**config.mk**
```make
export PLATFORM = sky130hd
export DESIGN_NAME = fc_stream_host
export DESIGN_NICKNAME = d
export VERILOG_FILES = /design/src/rtl/fc_stream_host.sv
export SDC_FILE = /design/constraint.sdc
export NUM_CORES = 1
export LEC_CHECK = 0
export CAP_MARGIN = 20
export CORE_MARGIN = 5
export CORE_UTILIZATION = 50
export CTS_CLUSTER_SIZE = 12
export DETAILED_ROUTE_END_ITERATION = 16
export PLACE_DENSITY = 0.71
export SLEW_MARGIN = 10
export SYNTH_ARGS = -nofsm -noshare
export SYNTH_HDL_FRONTEND = slang
export SYNTH_SLANG_ARGS = --single-unit
```
**constraint.sdc**
```tcl
create_clock -name clk -period 7.9 [get_ports clk]
set_input_delay 1.58 -clock clk [delete_from_list [all_inputs] [get_ports clk]]
set_output_delay 1.58 -clock clk [all_outputs]
set_load 0.1 [all_outputs]
```
**src/rtl/fc_stream_host.sv**
```systemverilog
// Host-side streaming driver for a fully connected layer: sends N words
// from an input buffer, then collects M result words into a result buffer.
module fc_stream_host #(
  parameter int M = 8,
  parameter int N = 10,
  parameter int T = 16,
  localparam int NW = (N > 1) ? $clog2(N) : 1,
  localparam int MW = (M > 1) ? $clog2(M) : 1
) (
  input  logic          clk,
  input  logic          reset,
  input  logic          host_wr_en,
  input  logic [NW-1:0] host_wr_addr,
  input  logic [T-1:0]  host_wr_data,
  input  logic          start,
  output logic          busy,
  output logic          done,
  output logic          s_valid,
  input  logic          s_ready,
  output logic [T-1:0]  s_data,
  input  logic          r_valid,
  output logic          r_ready,
  input  logic [T-1:0]  r_data,
  input  logic [MW-1:0] res_addr,
  output logic [T-1:0]  res_data
);

  typedef enum logic [1:0] {
    IDLE,
    SEND,
    RECV,
    DONE
  } state_t;

  state_t state, state_nx;

  logic [T-1:0] xbuf [N];
  logic [T-1:0] ybuf [M];

  logic [NW-1:0] sidx;
  logic [MW-1:0] ridx;

  logic s_hs, r_hs;
  logic s_last, r_last;
  logic wr_ok;

  // Handshake outputs decode straight from the state register so they
  // drop together with the asynchronous reset.
  assign s_valid = (state == SEND);
  assign r_ready = (state == RECV);
  assign busy    = s_valid | r_ready;
  assign done    = (state == DONE);
  assign s_data  = xbuf[sidx];

  assign s_hs   = s_valid & s_ready;
  assign r_hs   = r_valid & r_ready;
  assign s_last = (sidx == NW'(N - 1));
  assign r_last = (ridx == MW'(M - 1));

  assign wr_ok = host_wr_en
               & ((state == IDLE) | (state == DONE))
               & (32'(host_wr_addr) < N);

  always_comb begin
    state_nx = state;
    unique case (state)
      IDLE: if (start) state_nx = SEND;
      SEND: if (s_hs && s_last) state_nx = RECV;
      RECV: if (r_hs && r_last) state_nx = DONE;
      DONE: state_nx = IDLE;
      default: state_nx = IDLE;
    endcase
  end

  always_ff @(posedge clk or negedge reset) begin
    if (!reset) begin
      state <= IDLE;
      sidx  <= '0;
      ridx  <= '0;
    end else begin
      state <= state_nx;
      if (state == IDLE && start) begin
        sidx <= '0;
        ridx <= '0;
      end else begin
        if (s_hs && !s_last) sidx <= sidx + NW'(1);
        if (r_hs && !r_last) ridx <= ridx + MW'(1);
      end
    end
  end

  // Buffer contents survive reset.
  always_ff @(posedge clk) begin
    if (wr_ok) xbuf[host_wr_addr] <= host_wr_data;
    if (r_hs) ybuf[ridx] <= r_data;
  end

  always_ff @(posedge clk or negedge reset) begin
    if (!reset) begin
      res_data <= '0;
    end else if (32'(res_addr) < M) begin
      res_data <= ybuf[res_addr];
    end else begin
      res_data <= '0;
    end
  end

endmodule

```
# Yosys cells after proc, flatten, opt, wreduce, memory -nomap -nowiden
# Memory sizes are Yosys's and may differ from the RTL's. A register that Yosys moved wholly into a read port is not among the register bits.
# Cells that the tools add are included.
[word_totals] wordCells=46 in_bits=45 mem_bits_rw=288 out_inout_bits=36 reg_bits=9 mem_count=2
[classes] n_addsub=2 bitwise=6 reduce_logical=12 n_eq_ne=8 magnitude_cmp=1 mux=12
[memory_table] name="xbuf" words=10 width=16 rd=1 rd_clocked_by_memory_dff=0 write_ports=1 line="37" rtl="logic [T-1:0] xbuf [N];"
[memory_table] name="ybuf" words=8 width=16 rd=1 rd_clocked_by_memory_dff=1 write_ports=1 line="38" rtl="logic [T-1:0] ybuf [M];"
[op_table] op="$mux 4" count=2
[op_table] op="$pmux 2 s4" count=1
[op_table] op="$mux 2" count=3
[op_table] op="$mux 3" count=2
[op_table] op="$logic_and 1x1->1" count=5
[op_table] op="$add 4x1->4 const B" count=1
[op_table] op="$and 1x1->1" count=4
[op_table] op="$eq 2x2->1 const B" count=2
[op_table] op="$eq 4x4->1 const B" count=1
[op_table] op="$lt 4x4->1 const B" count=1
[op_table] op="$mux 1" count=4
[op_table] op="$ne 2x1->1 const B" count=2
[op_table] op="$reduce_bool 2->1" count=2
[op_table] op="$add 3x1->3 const B" count=1
[op_table] op="$eq 3x3->1 const B" count=1
[op_table] op="$logic_not 1->1" count=3
[op_table] op="$reduce_and 3->1" count=1
[op_table] op="$eq 2x1->1 const B" count=1
[op_table] op="$logic_not 2->1" count=1
[op_table] op="$ne 2x2->1 const B" count=1
[op_table] op="$or 1x1->1" count=2

# Depth between registers and ports, before layout
[depth] ltp_word=6 mapped_depth=6 depth_no_buf=5

# Worst setup path before layout
# OpenSTA, ideal clock, no wires.
[synth_path] kind="reg2out" from="register sidx[1]" to="output s_data[10]" setup_slack_ns=2.943 n_path_buf=2 arrival_time_ns=3.377 stages_incl_launch_ff=6 t_required_ns=6.320 path_cell_list="dfrtp_1 buf_2 nand2_1 clkbuf_1 o22ai_1 o31ai_1"
[synth_via] elab_chain_cells=1
[synth_lines] item="start: declaration" line="40" rtl="logic [NW-1:0] sidx;"
[synth_lines] item="start signal: assignment" line="86" rtl="if (s_hs && !s_last) sidx <= sidx + NW'(1);"
[synth_lines] item="$mem_v2 10x16"
[synth_lines] item="end: declaration" line="20" rtl="output logic [T-1:0] s_data,"
# No other way between the ends.

# Worst setup path in the final report
[layout_path] from="register sidx[1]" to="output s_data[11]"
# The elaborated chain is that of the path after synthesis.

==> impl_metrics.toml <==
[timing]
fin_hold_ws_ns = 0.588
timing.fmax_mhz = 179
max-slew-margin-rel = 0.296
period_minus_slack_ns = 5.57
drv_slew = 0
tightest_slew_ns = 1.05
skew_ns = 0.0179
final.period_utilization = 0.706
finalSetupTns_ns = 0
setup_viol = 0
rsz0062_at_grt = "false"
hold_viol_final = 0

[global_routing]
grt_pass1_wl_um = 36100
grt_pass1_vias = 6307
antenna_found_initial = 1
grt_use_total = 0.167
overflow = 0
grt_max_degree = 33

[cts]
clkSlewWorstSetupHoldPaths_ns = 0.06
cts_hold_buf = 0
cts.sink_count = 313
postCtsSetupBuffers = 0
cts-htree-levels = 1
cts_buffer_depth = 3
cts_resized = 0
cts_tree = "built"
clk-insertion-delay-late_ns = 0.55
cts-root-buf = "clkbuf_16"
cts_made_buffers = 31

[setup_path]
rr_worst_depth = 5
critPathLaunchType = "register"
critPathMaxStageDelay_ns = 1.20
critical_path_arrival_ns = 3.99
worst-setup-path-type = "reg -> out"
slowest_stage = "clkdlybuf4s50_1"
critical_path.top_delay_family = "buffers and inverters"
reg2reg_from = "sidx[0]$_DFFE_PN0P_"
end_kind = "output port"
crit_path_end = "s_data[11]"
regToRegSetupSlack_ns = 5.46
crit_start = "sidx[1]$_DFFE_PN0P_"
critical_path.cell_chain = "nand2b_1, o22ai_1, o31ai_1, clkdlybuf4s50_1"
path_max_fanout = 22
crit_buf_inv = 1
r2r_end = "state[1]$_DFFE_PN0P_"
timing.critical_path.required_ns = 6.32
cp.depth = 4

[finish]
num-nets-final = 752
diodes = 0
drive_above_1_share = 0.210
fill_cells = 1779
area_growth_pct = 17.9
stdcell_area_um2 = 14300

[placed_design]
gp_congestion = 0.719
io_buffers = 80
dpl-instance-area_um2 = 13400
dpl.hpwl_um = 13700

[power_and_ir_drop]
power_frac_clock = 0.295
p_seq_frac = 0.445
p_sw_mw = 1.42
ir_drop_v = 0.000240
leakagePower_nw = 4.71
p_int_mw = 3.02
swShare = 0.321
combPwrFrac = 0.259
power_density_nw_per_um2 = 310

[worst_hold_path]
hp-class = "reg -> reg"
hp-start = "state[1]$_DFFE_PN0P_"

[logic_synthesis]
synthFlopType = "edfxtp_1"
ys_warn_count = 0
netlist_area_um2 = 12200
synth_seq_area_share = 0.763
synthDistinctLibCells = 35
synth_fp_nets = 646
synthCells = 593
synthArstFlopShare = 0.0799
yosys_register_bits = 313
syn_area_per_cell_um2 = 20.5
synth-edff-count = 288

[detailed_routing]
drc = 0
num_vias = 5857
wl_per_cell_um = 22.3
drt_wl_total_um = 23400
antenna_violating_nets_post_route = 0
vias_per_cell = 5.59
drt_first_pass_iters = 6
drt_iter0_drc = 375

[floorplanning]
die_area_um2 = 27500
io_pins = 81
initial_core_util = 0.504
die_height_um = 166
rows = 57
coreArea_um2 = 24100
die_w_um = 166

[outcome]
status = "finished, final reports clean"

[job]
maxCapViolations = 0
==> how the worst min path moves through the flow <==
stage / to / slack [ns] / cells past startpoint
2_1_floorplan: state[1]$_DFFE_PN0P_ / 0.53 / 1
3_3_place_gp: state[1]$_DFFE_PN0P_ / 0.55 / 1
3_5_place_dp: state[1]$_DFFE_PN0P_ / 0.58 / 1
4_1_cts: state[1]$_DFFE_PN0P_ / 0.59 / 1
5_1_grt: state[1]$_DFFE_PN0P_ / 0.61 / 1
6_report: state[1]$_DFFE_PN0P_ / 0.59 / 1
==> sequential cells by signal (all words and copies together) (netlist names) <==
signal    flops
res_data     16
ridx          3
sidx          4
state         2
xbuf        160
ybuf        128
==> cells by family (layout without fill, tap and decap cells) <==
kind of cell / after synthesis / in the layout / share of synthesized area
AO/OA/AOI/OAI: 42 / 42 / 0.0232
XOR/XNOR: 1 / 1 / 0.000721
adder cells (fa/ha/maj): 8 / 8 / 0.00824
buffers and inverters: 33 / 164 / 0.0146
flip-flops: 313 / 313 / 0.763
multiplexers: 115 / 115 / 0.159
AND/OR/NAND/NOR: 81 / 81 / 0.0307
==> synthesized netlist by cell type (2+ instances only) <==
master | number | area [µm²]
a21oi_1 | 4 | 20.0
buf_1 | 5 | 18.8
buf_2 | 6 | 30.0
buf_4 | 4 | 30.0
buf_6 | 4 | 45.0
clkbuf_1 | 8 | 30.0
dfrtp_1 | 25 | 626
edfxtp_1 | 288 | 8650
ha_1 | 8 | 100
inv_1 | 5 | 18.8
mux2_2 | 65 | 732
mux2i_1 | 2 | 20.0
mux4_1 | 28 | 736
mux4_2 | 20 | 450
nand2_1 | 24 | 90.1
nand2b_1 | 5 | 31.3
nand3_1 | 2 | 10.0
nand3b_1 | 2 | 15.0
nor2_1 | 33 | 124
nor3_1 | 5 | 25.0
o21ai_0 | 3 | 15.0
o22ai_1 | 16 | 100
o31ai_1 | 17 | 128
or3_1 | 3 | 18.8
==> through the flow <==
step	instances	setup slack, ns	utilization	total power, mW
floorplan	593	2.94	-	2.87
global placement	989	2.86	0.556	3.14
detailed placement	990	2.86	0.557	3.18
CTS	1048	2.20	0.594	4.49
global route	1048	2.12	0.594	4.61
finish	1048	2.33	0.594	4.44
==> power by group through the flow <==
| stage | Combinational, mW | Clock (mW) | Sequential [mW] |
|---|---|---|---|
| final | 1.15 | 1.31 | 1.98 |
| after global routing | 1.21 | 1.42 | 1.99 |
| after CTS | 1.17 | 1.35 | 1.98 |
| after detailed placement | 1.16 | 0 | 2.01 |
| after global placement | 1.12 | 0 | 2.02 |
| after floorplan | 0.843 | 0 | 2.03 |
==> layer usage <==
| metal | wire, µm | part of all wire | GRT usage | up-vias |
|---|---|---|---|---|
| li1 | - | - | - | 2633 |
| met1 | 9460 | 0.41 | 0.217 | 3049 |
| met2 | 12300 | 0.52 | 0.292 | 130 |
| met3 | 1090 | 0.046 | 0.0309 | 43 |
| met4 | 536 | 0.023 | 0.0438 | 2 |
| met5 | 12 | 0.00051 | 0 | - |
==> cell type report <==
class	instances	area, µm²	share of cell area
clock buffers	51	871	0.0608
clock inverters	7	37.5	0.00262
inverters	5	18.8	0.00131
multi-input cells	247	2750	0.192
flip-flops and latches	313	9280	0.648
well taps	324	405	0.0283
repair buffers	101	971	0.0678
==> layout by cell type (no fill, tap or decap), types with 3 or more instances in the layout <==
| master | synthesis | routed |
|---|---|---|
| clkbuf_16 | 0 | 31 |
| or3_1 | 3 | 3 |
| buf_4 | 4 | 20 |
| dfrtp_1 | 25 | 24 |
| nor2_1 | 33 | 33 |
| o22ai_1 | 16 | 16 |
| mux2_2 | 65 | 65 |
| o31ai_1 | 17 | 17 |
| ha_1 | 8 | 8 |
| edfxtp_1 | 288 | 288 |
| nand2_1 | 24 | 24 |
| clkinv_2 | 0 | 5 |
| a21oi_1 | 4 | 4 |
| inv_1 | 5 | 5 |
| clkdlybuf4s50_1 | 0 | 80 |
| nand2b_1 | 5 | 5 |
| mux4_1 | 28 | 28 |
| clkbuf_1 | 8 | 18 |
| o21ai_0 | 3 | 3 |
| nor3_4 | 0 | 3 |
| mux4_2 | 20 | 20 |
==> worst reg2reg max path: stages (launching register included) <==
cell	delay, ns
dfrtp_2	0.76
buf_4	0.42
ha_1	0.24
nand4b_1	0.15
a222oi_1	0.38
mux2_2	0.38
Power figures use the tool's default switching activity.
